--- src/rtl/ita_weight_ring_controller.sv ---
// ita_weight_ring_controller
// N-bank ring of weight tiles between the weight streamer and the PE array.
// The write side assembles a tile from N_WRITE_EN beats into the bank at
// write_addr; the read side presents the bank at read_addr for a latched
// number of reads, then frees it. Status bits are updated only on clock
// edges, so a freshly filled bank becomes visible one cycle after its last
// beat. There is no combinational path from the write side to the read side.
//
// state    | meaning
// status_q | one bit per bank: 1 = full tile waiting to be read
// next_q   | lane that the next accepted beat lands in
// cnt_q    | reads already taken from the current read bank
// limit_q  | read limit latched at the first read of the current tile
module ita_weight_ring_controller #(
  parameter int unsigned N_BUF      = 3,
  parameter int unsigned N_WRITE_EN = 4,
  parameter int unsigned WW         = 64,
  parameter int unsigned MAX_READS  = 64,
  localparam int unsigned RW = $clog2(MAX_READS + 1),
  localparam int unsigned AW = (N_BUF > 1) ? $clog2(N_BUF) : 1,
  localparam int unsigned OW = $clog2(N_BUF + 1),
  localparam int unsigned LW = $clog2(N_WRITE_EN)
) (
  input  logic                     clk_i,
  input  logic                     rst_ni,
  input  logic                     clear_i,
  input  logic [RW-1:0]            reads_per_tile_i,
  input  logic                     inp_weight_valid_i,
  output logic                     inp_weight_ready_o,
  input  logic [WW-1:0]            inp_weight_i,
  output logic                     write_en_o,
  output logic [AW-1:0]            write_addr_o,
  output logic [N_WRITE_EN*WW-1:0] write_data_o,
  output logic [N_WRITE_EN-1:0]    write_select_o,
  output logic                     weight_valid_o,
  input  logic                     weight_ready_i,
  output logic                     read_en_o,
  output logic [AW-1:0]            read_addr_o,
  output logic [OW-1:0]            occupancy_o
);

  logic [N_BUF-1:0] status_q, status_d;
  logic [AW-1:0]    write_addr_q, write_addr_d;
  logic [AW-1:0]    read_addr_q, read_addr_d;
  logic [LW-1:0]    next_q, next_d;
  logic [RW-1:0]    cnt_q, cnt_d;
  logic [RW-1:0]    limit_q, limit_d;
  logic [OW-1:0]    occ_q, occ_d;

  logic          wr_hs;
  logic          fill;
  logic          free;
  logic [RW-1:0] reads_eff;
  logic [RW-1:0] cur_limit;

  // Handshakes; clear_i masks both sides in the cycle it is asserted.
  assign inp_weight_ready_o = ~status_q[write_addr_q] & ~clear_i;
  assign wr_hs              = inp_weight_valid_i & inp_weight_ready_o;
  assign write_en_o         = wr_hs;
  assign write_addr_o       = write_addr_q;

  assign weight_valid_o = status_q[read_addr_q] & ~clear_i;
  assign read_en_o      = weight_valid_o & weight_ready_i;
  assign read_addr_o    = read_addr_q;
  assign occupancy_o    = occ_q;

  // A programmed limit of 0 behaves as 1. The limit in force for a tile is
  // the one sampled at its first read, so later changes cannot cut it short.
  assign reads_eff = (reads_per_tile_i == '0) ? RW'(1) : reads_per_tile_i;
  assign cur_limit = (cnt_q == '0) ? reads_eff : limit_q;

  assign fill = wr_hs & (next_q == LW'(N_WRITE_EN - 1));
  assign free = read_en_o & ((cnt_q + RW'(1)) == cur_limit);

  for (genvar g = 0; g < N_WRITE_EN; g++) begin : g_lane
    assign write_select_o[g]         = wr_hs & (next_q == LW'(g));
    assign write_data_o[g*WW +: WW]  = write_select_o[g] ? inp_weight_i : '0;
  end

  // Next-state: write pointer/lane, read count/limit, bank status, occupancy.
  always_comb begin
    status_d     = status_q;
    write_addr_d = write_addr_q;
    read_addr_d  = read_addr_q;
    next_d       = next_q;
    cnt_d        = cnt_q;
    limit_d      = limit_q;
    occ_d        = occ_q;
    if (clear_i) begin
      status_d     = '0;
      write_addr_d = '0;
      read_addr_d  = '0;
      next_d       = '0;
      cnt_d        = '0;
      limit_d      = '0;
      occ_d        = '0;
    end else begin
      if (wr_hs) begin
        // N_WRITE_EN is a power of two, so the lane pointer wraps by overflow.
        next_d = next_q + LW'(1);
      end
      if (fill) begin
        status_d[write_addr_q] = 1'b1;
        write_addr_d = (write_addr_q == AW'(N_BUF - 1)) ? '0 : write_addr_q + AW'(1);
      end
      if (read_en_o) begin
        if (cnt_q == '0) begin
          limit_d = reads_eff;
        end
        cnt_d = free ? '0 : cnt_q + RW'(1);
      end
      // Fill and free never target the same bank in one cycle (fill needs
      // an empty bank, free a full one), so both updates can apply.
      if (free) begin
        status_d[read_addr_q] = 1'b0;
        read_addr_d = (read_addr_q == AW'(N_BUF - 1)) ? '0 : read_addr_q + AW'(1);
      end
      case ({fill, free})
        2'b10:   occ_d = occ_q + OW'(1);
        2'b01:   occ_d = occ_q - OW'(1);
        default: occ_d = occ_q;
      endcase
    end
  end

  // State registers with asynchronous active-low reset.
  always_ff @(posedge clk_i or negedge rst_ni) begin
    if (!rst_ni) begin
      status_q     <= '0;
      write_addr_q <= '0;
      read_addr_q  <= '0;
      next_q       <= '0;
      cnt_q        <= '0;
      limit_q      <= '0;
      occ_q        <= '0;
    end else begin
      status_q     <= status_d;
      write_addr_q <= write_addr_d;
      read_addr_q  <= read_addr_d;
      next_q       <= next_d;
      cnt_q        <= cnt_d;
      limit_q      <= limit_d;
      occ_q        <= occ_d;
    end
  end

endmodule

--- config.mk ---
export PLATFORM = sky130hd
export DESIGN_NAME = ita_weight_ring_controller
export DESIGN_NICKNAME = d
export VERILOG_FILES = /design/src/rtl/ita_weight_ring_controller.sv
export SDC_FILE = /design/constraint.sdc
export NUM_CORES = 1
export LEC_CHECK = 0
export CORE_AREA = 8 8 129 131
export CTS_CLUSTER_DIAMETER = 60
export CTS_CLUSTER_SIZE = 40
export DETAILED_ROUTE_END_ITERATION = 7
export DIE_AREA = 0 0 137 139
export DONT_BUFFER_PORTS = 1
export HOLD_SLACK_MARGIN = 0.15
export MAX_ROUTING_LAYER = met4
export PLACE_DENSITY_LB_ADDON = 0.25
export SYNTH_ARGS = -nofsm -noshare
export SYNTH_HDL_FRONTEND = slang
export SYNTH_SLANG_ARGS = --single-unit
--- constraint.sdc ---
create_clock -name clk_i -period 3.5 [get_ports clk_i]
set_clock_uncertainty 0.2 [all_clocks]
set_input_delay 0.7 -clock clk_i [delete_from_list [all_inputs] [get_ports clk_i]]
set_output_delay 0.7 -clock clk_i [all_outputs]
set_load 0.01 [all_outputs]
==> flow_summary.ini <==
[synth]
synthFlopType = dfrtp_1
synth-seq-area-share = 0.183
synthesis.area_um2 = 3430
yosys_register_bits = 25
ys_warn_count = 0
syn-instance-count = 469
synthArstFlopShare = 1.00
synth_cell_types = 51
synth_edf_count = 0
avgSynthCellArea_um2 = 7.30
syn-num-nets = 551

[routing]
drtAntennaViolNets = 0
drc = 0
drtIter0Drc = 151
drtPass1Iterations = 5
vias_per_cell = 5.01
routed_wl_um = 16200
dr_total_vias = 3223
wl_per_cell_um = 25.3

[placed_design]
dpl_cell_area_um2 = 3610
gp_congestion = 0.787
dp_hpwl_um = 13700
dp_cells = 633
numPortBuffers = 0

[global_route]
first_global_vias = 3333
grt_usage = 0.160
grt_max_degree = 60
grt_pass1_wl_um = 22700
antenna_found_initial = 2
gr-total-overflow = 0

[setup_path]
critPathBufInv = 2
reg2reg_from = cnt_q[0]$_DFFE_PN0P_
slowest_delay_ns = 0.47
end_kind = output pin
worstSetupStartpointType = register
crit_fanout = 43
path_cells = mux2_1 -> a211oi_2 -> and2_1 -> nand2_1 -> inv_2 -> buf_4 -> and2_1
critPathTopFamily = simple AND/OR/NAND/NOR gates
setup.worst_path.start = write_addr_o[0]$_DFFE_PN0P_
rr_worst_depth = 9
regToRegSetupSlack_ns = 0.48
arrival_ns = 2.48
crit_top_cell = and2_1
r2r-end = read_addr_o[0]$_DFFE_PN0P_
slowest_stage = dfrtp_1
crit_required_ns = 2.60
critical_path_class = register to output pin

[power_and_ir_drop]
total_power_uw = 755
peakVddDrop_mv = 0.173
power.leakage_nw = 1.68
powerDensity_nw_per_um2 = 202

[timing]
slew_viol_final = 0
setup_viol = 0
final-hold-violation-count = 0
worst_slew_pin_slew_ns = 0.589
relSlewSlack = 0.603
rsz0062_at_grt = no
final.period_utilization = 0.966
period_minus_slack_ns = 3.38
tns_ns = 0
clock.fmax_ghz = 0.296

[clocking]
cts_sinks = 25
insertion_delay_ns = 0.27
cts-root-buf = clkbuf_16
clkTransAtPathRegs_ns = 0.07
htree_levels = 1
cts_buffers = 3
cts-resized-gates = 0
cts_max_path_buffers = 2
cts_tree = done

[final_layout]
layout_common_cells = 258 x and2_1, 25 x dfrtp_1, 14 x nand3_1
final-seq-area_um2 = 626
drive_gt1_frac = 0.0754
layout_commonest_cell = and2_1
fin_nets = 534
multi_input_area_um2 = 2600
fill_cells = 1651
final_util = 0.253
fin_area_um2 = 3730
instances_no_fill = 643
area_growth_pct = 8.84

[hold_path]
hold_path_end = read_addr_o[0]$_DFFE_PN0P_
worstHoldPathType = input port to register
holdPathStages = 1
hp-start = clear_i

[run]
maxCapViolations = 0

[floorplanning]
dieArea_um2 = 19000
die_h_um = 139
start_util = 0.232
io_pins = 346
coreArea_um2 = 14800
die_w_um = 137
placementRows = 45

[status]
status = completed
## worst max path at each step
stage	slack (ns)	cells after the start	to
after global placement	0.43	6	write_data_o[90]
final	0.12	7	write_data_o[223]
after CTS	0.12	7	write_data_o[223]
after global routing	0.009	7	write_data_o[223]
after floorplan	0.32	9	write_data_o[216]
after detailed placement	0.42	7	write_data_o[223]
## state kept, by name, summed over array words and instances, names as in the netlist
name	cells
status_q	3
occupancy_o	2
read_addr_o	2
cnt_q	7
write_addr_o	2
next_q	2
limit_q	7
## cells in the mapped netlist (all sizes together), types with 4 or more instances
cell | count | share of area
a21oi | 9 | 0.013
and2 | 258 | 0.47
and3 | 8 | 0.015
buf | 10 | 0.020
clkbuf | 27 | 0.030
dfrtp | 25 | 0.18
ha | 6 | 0.022
inv | 9 | 0.0099
mux2i | 7 | 0.020
nand2 | 13 | 0.014
nand2b | 4 | 0.0073
nand3 | 14 | 0.020
nor2 | 13 | 0.014
nor3 | 4 | 0.0058
o21ai | 14 | 0.022
or3 | 5 | 0.0091
xnor2 | 4 | 0.010
## cells by family (layout without fill, tap and decap cells)
| group | count (synthesis) | count (layout) | synth area share |
|---|---|---|---|
| AND/OR/NAND/NOR | 335 | 335 | 0.609 |
| buffers and inverters | 46 | 28 | 0.0592 |
| AO/OA/AOI/OAI | 44 | 44 | 0.0906 |
| flip-flops | 25 | 25 | 0.183 |
| multiplexers | 8 | 8 | 0.0237 |
| adder cells (fa/ha/maj) | 6 | 6 | 0.0219 |
| XOR/XNOR | 5 | 5 | 0.0128 |
| other | 0 | 4 | 0 |
## worst reg2reg max path: stages, from the launching register on
cell and delay, ns:
dfrtp_1 0.47, inv_1 0.09, ha_1 0.15, nor4b_4 0.47, a21boi_1 0.17, o211a_1 0.25
nor4b_2 0.35, nand4_4 0.30, or3_1 0.39, a21oi_1 0.12
## per-layer routing
metal / part of all wire / vias up / track usage
met2: 0.55 / 182 / 0.293
met4: 0.020 / 0 / 0.0400
li1: - / 1455 / -
met3: 0.087 / 20 / 0.0486
met1: 0.35 / 1566 / 0.160
met5: 0 / - / -
## cell type report
class                   count  share of cell area
repair buffers             15              0.0376
clock buffers               3              0.0201
well taps                 188              0.0631
multi-input cells         398               0.698
clock inverters             1             0.00201
diodes                      4             0.00268
inverters                   9             0.00906
flip-flops and latches     25               0.168
## where the power goes
part	switching (mW)	internal, mW
clock	0.113	0.156
combinational	0.126	0.0644
sequential	0.00353	0.292
total	0.243	0.512
## per-stage QoR
step | worst slack [ns] | hold WS (ns)
5_1_grt | 0.00857 | 0.283
4_1_cts | 0.116 | 0.289
2_1_floorplan | 0.319 | 0.204
3_5_place_dp | 0.415 | 0.205
3_3_place_gp | 0.435 | 0.205
6_report | 0.118 | 0.295
## timing repair
item                       CTS  global route
setup endpoints to repair    0             0
hold endpoints to repair    25             0
buffers inserted             0             0
hold buffers                 2             0
Power figures use the tool's default switching activity.
